===== src/rtl/button_events.sv =====
`default_nettype none
// ============================================================================
// Module      : button_events
// Description : Classifies a debounced button level into SHORT / LONG /
//               DOUBLE / REPEAT events behind a one-entry valid/ready buffer
//               with a sticky overflow flag. REPEAT events exist only when
//               the BUTTON_REPEAT_EN macro is defined.
// Revision    : 1.0 - initial release
// ============================================================================
module button_events #(
    parameter int LONG_CYCLES   = 75000000,
    parameter int DBL_CYCLES    = 30000000,
    parameter int REPEAT_CYCLES = 15000000,
    parameter int CNT_W         = 27
) (
    input  logic       clk,
    input  logic       rst_n,
    input  logic       in_level,
    output logic       ev_valid,
    output logic [1:0] ev_code,
    input  logic       ev_ready,
    output logic       ev_ovf,
    output logic       held
);

    localparam logic [1:0] c_EV_SHORT  = 2'd0;
    localparam logic [1:0] c_EV_LONG   = 2'd1;
    localparam logic [1:0] c_EV_DOUBLE = 2'd2;

    localparam logic [CNT_W-1:0] c_CNT_ONE = {{(CNT_W-1){1'b0}}, 1'b1};
    localparam logic [CNT_W-1:0] c_LONG_TC = CNT_W'(LONG_CYCLES - 1);
    localparam logic [CNT_W-1:0] c_DBL_TC  = CNT_W'(DBL_CYCLES - 1);

    localparam longint c_MAX_LD     = (LONG_CYCLES > DBL_CYCLES) ? longint'(LONG_CYCLES)
                                                                 : longint'(DBL_CYCLES);
    localparam longint c_MAX_CYCLES = (c_MAX_LD > longint'(REPEAT_CYCLES)) ? c_MAX_LD
                                                                           : longint'(REPEAT_CYCLES);

    generate
        if ((64'd1 << CNT_W) <= c_MAX_CYCLES) begin : g_cnt_w_too_small
            $error("button_events: CNT_W too small for the configured cycle counts");
        end
    endgenerate

    typedef enum logic [2:0] {
        S_IDLE      = 3'd0,
        S_PRESS1    = 3'd1,
        S_LONG_HELD = 3'd2,
        S_WAIT2     = 3'd3,
        S_PRESS2    = 3'd4
    } state_t;

    state_t           r_state;
    state_t           w_state_nxt;
    logic [CNT_W-1:0] r_cnt;
    logic [CNT_W-1:0] w_cnt_nxt;
    logic             r_in_d;
    logic             r_held;
    logic             r_ev_valid;
    logic [1:0]       r_ev_code;
    logic             r_ev_ovf;

    logic             w_rise;
    logic             w_fall;
    logic             w_emit;
    logic [1:0]       w_emit_code;
    logic             w_held_nxt;
    logic             w_accept;
    logic             w_drop;

    assign w_rise   = in_level & ~r_in_d;
    assign w_fall   = ~in_level & r_in_d;
    assign w_accept = r_ev_valid & ev_ready;
    assign w_drop   = w_emit & r_ev_valid & ~ev_ready;

    // Edges are tested before terminal counts so an edge wins a tie.
    always_comb begin
        w_state_nxt = r_state;
        w_cnt_nxt   = r_cnt + c_CNT_ONE;
        w_emit      = 1'b0;
        w_emit_code = c_EV_SHORT;
        case (r_state)
            S_IDLE: begin
                w_cnt_nxt = '0;
                if (w_rise) begin
                    w_state_nxt = S_PRESS1;
                end
            end
            S_PRESS1: begin
                if (w_fall) begin
                    w_state_nxt = S_WAIT2;
                    w_cnt_nxt   = '0;
                end else if (r_cnt == c_LONG_TC) begin
                    w_emit      = 1'b1;
                    w_emit_code = c_EV_LONG;
                    w_state_nxt = S_LONG_HELD;
                    w_cnt_nxt   = '0;
                end
            end
            S_LONG_HELD: begin
`ifdef BUTTON_REPEAT_EN
                if (w_fall) begin
                    w_state_nxt = S_IDLE;
                    w_cnt_nxt   = '0;
                end else if (r_cnt == CNT_W'(REPEAT_CYCLES - 1)) begin
                    w_emit      = 1'b1;
                    w_emit_code = 2'd3;
                    w_cnt_nxt   = '0;
                end
`else
                w_cnt_nxt = '0;
                if (w_fall) begin
                    w_state_nxt = S_IDLE;
                end
`endif
            end
            S_WAIT2: begin
                if (w_rise) begin
                    w_emit      = 1'b1;
                    w_emit_code = c_EV_DOUBLE;
                    w_state_nxt = S_PRESS2;
                    w_cnt_nxt   = '0;
                end else if (r_cnt == c_DBL_TC) begin
                    w_emit      = 1'b1;
                    w_emit_code = c_EV_SHORT;
                    w_state_nxt = S_IDLE;
                    w_cnt_nxt   = '0;
                end
            end
            S_PRESS2: begin
                w_cnt_nxt = '0;
                if (w_fall) begin
                    w_state_nxt = S_IDLE;
                end
            end
            default: begin
                w_state_nxt = S_IDLE;
                w_cnt_nxt   = '0;
            end
        endcase
        w_held_nxt = (w_state_nxt == S_PRESS1) || (w_state_nxt == S_LONG_HELD) ||
                     (w_state_nxt == S_PRESS2);
    end

    always_ff @(posedge clk or negedge rst_n) begin
        if (!rst_n) begin
            r_state <= S_IDLE;
            r_cnt   <= '0;
            r_in_d  <= 1'b0;
            r_held  <= 1'b0;
        end else begin
            r_state <= w_state_nxt;
            r_cnt   <= w_cnt_nxt;
            r_in_d  <= in_level;
            r_held  <= w_held_nxt;
        end
    end

    // One-entry buffer: a coincident accept frees the slot for the new event.
    always_ff @(posedge clk or negedge rst_n) begin
        if (!rst_n) begin
            r_ev_valid <= 1'b0;
            r_ev_code  <= 2'd0;
            r_ev_ovf   <= 1'b0;
        end else begin
            if (w_emit && !w_drop) begin
                r_ev_valid <= 1'b1;
                r_ev_code  <= w_emit_code;
            end else if (w_accept) begin
                r_ev_valid <= 1'b0;
            end
            if (w_drop) begin
                r_ev_ovf <= 1'b1;
            end else if (w_accept) begin
                r_ev_ovf <= 1'b0;
            end
        end
    end

    assign ev_valid = r_ev_valid;
    assign ev_code  = r_ev_code;
    assign ev_ovf   = r_ev_ovf;
    assign held     = r_held;

endmodule
`default_nettype wire


===== config.mk =====
export PLATFORM = sky130hd
export DESIGN_NAME = button_events
export DESIGN_NICKNAME = d
export VERILOG_FILES = /design/src/rtl/button_events.sv
export SDC_FILE = /design/constraint.sdc
export NUM_CORES = 1
export LEC_CHECK = 0
export BUFFER_PORTS_ARGS = -buffer_cell sky130_fd_sc_hd__buf_2
export CAP_MARGIN = 10
export CORE_MARGIN = 2
export CORE_UTILIZATION = 30
export DETAILED_ROUTE_END_ITERATION = 8
export SLEW_MARGIN = 20
export SYNTH_ARGS = -nofsm -noshare
export SYNTH_HDL_FRONTEND = slang
export SYNTH_SLANG_ARGS = --single-unit
export TNS_END_PERCENT = 100

===== constraint.sdc =====
create_clock -name clk -period 4.63 [get_ports clk]
set_input_delay 0.6945 -clock clk [delete_from_list [all_inputs] [get_ports clk]]
set_output_delay 0.6945 -clock clk [all_outputs]
set_load 0.01 [all_outputs]

==> run summary <==
# fillers: 624
Yosys Warn Count: 0
Via-to-Cell Ratio: 5.05
Worst vdd ir: 0.177 mV
First-pass GRT wire length: 6.58 mm
Multi-input gate area: 911 um^2
Setup slack, reg-to-reg: 1.84 ns
Ports: 9
Max-cap viol count: 0
Tcrit/Tclk final: 0.602
Place WS: 1.85 ns
Slew @ Worst Pin: 1.04 ns
Postcts setup bufs: 0
Crit path launch type: flip-flop
Initial core utilization: 0.314
Max Clock Skew: 0.00827 ns
Mapped Avg Cell Area: 9.43 um^2
CP required: 4.77 ns
# diodes: 0
Synthesized flop and latch total: 36
Design Power: 0.785 mW
Standard-cell rows: 28
P per Cell Area: 379 mW/mm^2
Async SR Flop Fraction: 1.00
HPWL after DPL: 2.46 mm
Routability cong.: 0.823
Area growth from synthesis to layout: 10.7%
Max frequency: 0.359 GHz
Number of global-route vias before repair: 1,389
Synth Cell Area: 0.00187 mm^2
Worst Hold Slack: 0.483 ns
Post-synthesis cell type count: 37
Final Hold Vio Count: 0
P_leak: 0.853 nW
Seq/Total Area, Yosys: 0.482
CTS tree: built
Register area: 901 um^2
Arrival time at the worst endpoint: 2.93 ns
Cells after Synth: 198
Share of cells above drive strength 1: 0.0909
# hold bufs at CTS: 0
Post-synth EDFFs: 0
Post-CTS sizing: 0
Worst-case clock buffer depth: 2
Antenna Violating Nets Remaining: 0
Grt ovf: 0
Initial antenna violation count: 0
Die width: 82.9 um
Clock slew seen by the registers of the worst setup and hold paths: 0.07 ns
GRT Util Overall: 0.114
Leading cell type in the layout, fill and taps excluded: nor2_1
Critical path type: flip-flop to flip-flop
Residual DRC: 0
Clock Sinks: 36
CTS buffer count: 5
DRT Pass-1 Iters: 4
Largest net degree at the start of global routing: 37
Final non-filler cell total: 284
Via count: 1,435
Top FF cell, synth: dfrtp_1
Final #Nets: 214
Post-route setup slack: 1.84 ns
Avg WL per Cell: 12.7 um
H-tree level count: 2
Core area: 0.00596 mm^2
Drt total wl: 3.61 mm
Final setup TNS: 0 ns
Worst-skew pair later-pin latency: 0.29 ns
Slew Limit Fails: 0
Hold Path Class: primary input to asynchronous set/reset pin
Setup violators final: 0
Dpl cells: 277
RSZ-0062 raised after global routing: false
Post-Syn Nets: 203
Die area: 0.00687 mm^2
Drt initial violations: 85
Slew headroom: 0.303
Buffers on Ports: 8
Die height: 82.9 um
Minimum clock period: 2.79 ns
Critical path endpoint category: flip-flop
CTS root buffer: clkbuf_8
CP max FO: 27
Most frequent cells in the layout: nor2_1, dfrtp_1, xor2_1, nand3_1, nand2_1
Status: finished clean
synth_stat cells, types with 2 or more instances:
library cell   n  share of area
xnor2_1        5          0.023
buf_6          2          0.012
and2_1         3          0.010
nor2b_1        3          0.010
dfrtp_1       36           0.48
a21oi_1        4          0.011
nor2_1        39          0.078
xor2_1        20          0.094
and4_1         2         0.0094
nand3_1       15          0.040
nand4_1       11          0.037
nand2_1       12          0.024
o21ai_1        3         0.0080
nor4bb_1       2          0.011
clkbuf_1       2         0.0040
o21ai_0        3         0.0080
nor4_1         4          0.013
and3_1         4          0.013
nor3_1         4          0.011
inv_1          7          0.014
final timing paths:
check | startpoint | endpoint | depth (start not counted)
setup / recovery | r_cnt[17] | r_cnt[16] | 5
hold / removal | rst_n | ev_code[0] | 1
setup reg to reg | r_cnt[17] | r_cnt[16] | 5
hold reg to reg | ev_ovf | ev_ovf | 2
max in group asynchronous | rst_n | r_cnt[16] | 1
min in group clk | ev_ovf | ev_ovf | 2
sequential cells by signal (all words and copies together) (netlist names):
signal / count
ev_valid: 1
held: 1
r_cnt: 27
r_state: 3
ev_ovf: 1
r_in_d: 1
ev_code: 2
power by group:
group	leakage, nW	internal [mW]	total, mW	switching, mW
clock	0.0503	0.132	0.241	0.108
combinational	0.315	0.0566	0.169	0.113
sequential	0.488	0.342	0.375	0.0331
total	0.853	0.531	0.785	0.254
per-stage QoR:
stage	instance area (um^2)	util
3_5_place_dp	1970	0.331
5_1_grt	2070	0.347
3_3_place_gp	1970	0.331
2_1_floorplan	1870	-
6_report	2070	0.347
4_1_cts	2070	0.347
worst max-delay path: stages, from the launching register on:
cell      delay (ns)
dfrtp_1         0.42
or4b_1          0.56
nor4_1          0.65
a211oi_1        0.24
o21ai_4         0.63
nor2_1          0.13
layer usage:
metal | global-route usage | wire, um
met5 | 0 | 0
met4 | 0.0387 | 53
met3 | 0.0298 | 145
met2 | 0.174 | 1610
met1 | 0.157 | 1800
logic make-up after synthesis:
kind of cell / Yosys count / synth area share
muxes: 1 / 0.00536
xor gates and xnor gates: 25 / 0.117
and+or+nand+nor: 106 / 0.289
adders and majority gates: 1 / 0.00670
DFF: 36 / 0.482
AOI/OAI and AO/OA: 18 / 0.0690
buffers and inverters: 11 / 0.0301
area by class of cell:
class,instances,share of cell area
multi-input cells,151,0.440
well taps,75,0.0454
inverters,7,0.0127
flip-flops and latches,36,0.436
clock buffers,7,0.0466
repair buffers,8,0.0194
Power figures use the tool's default switching activity.
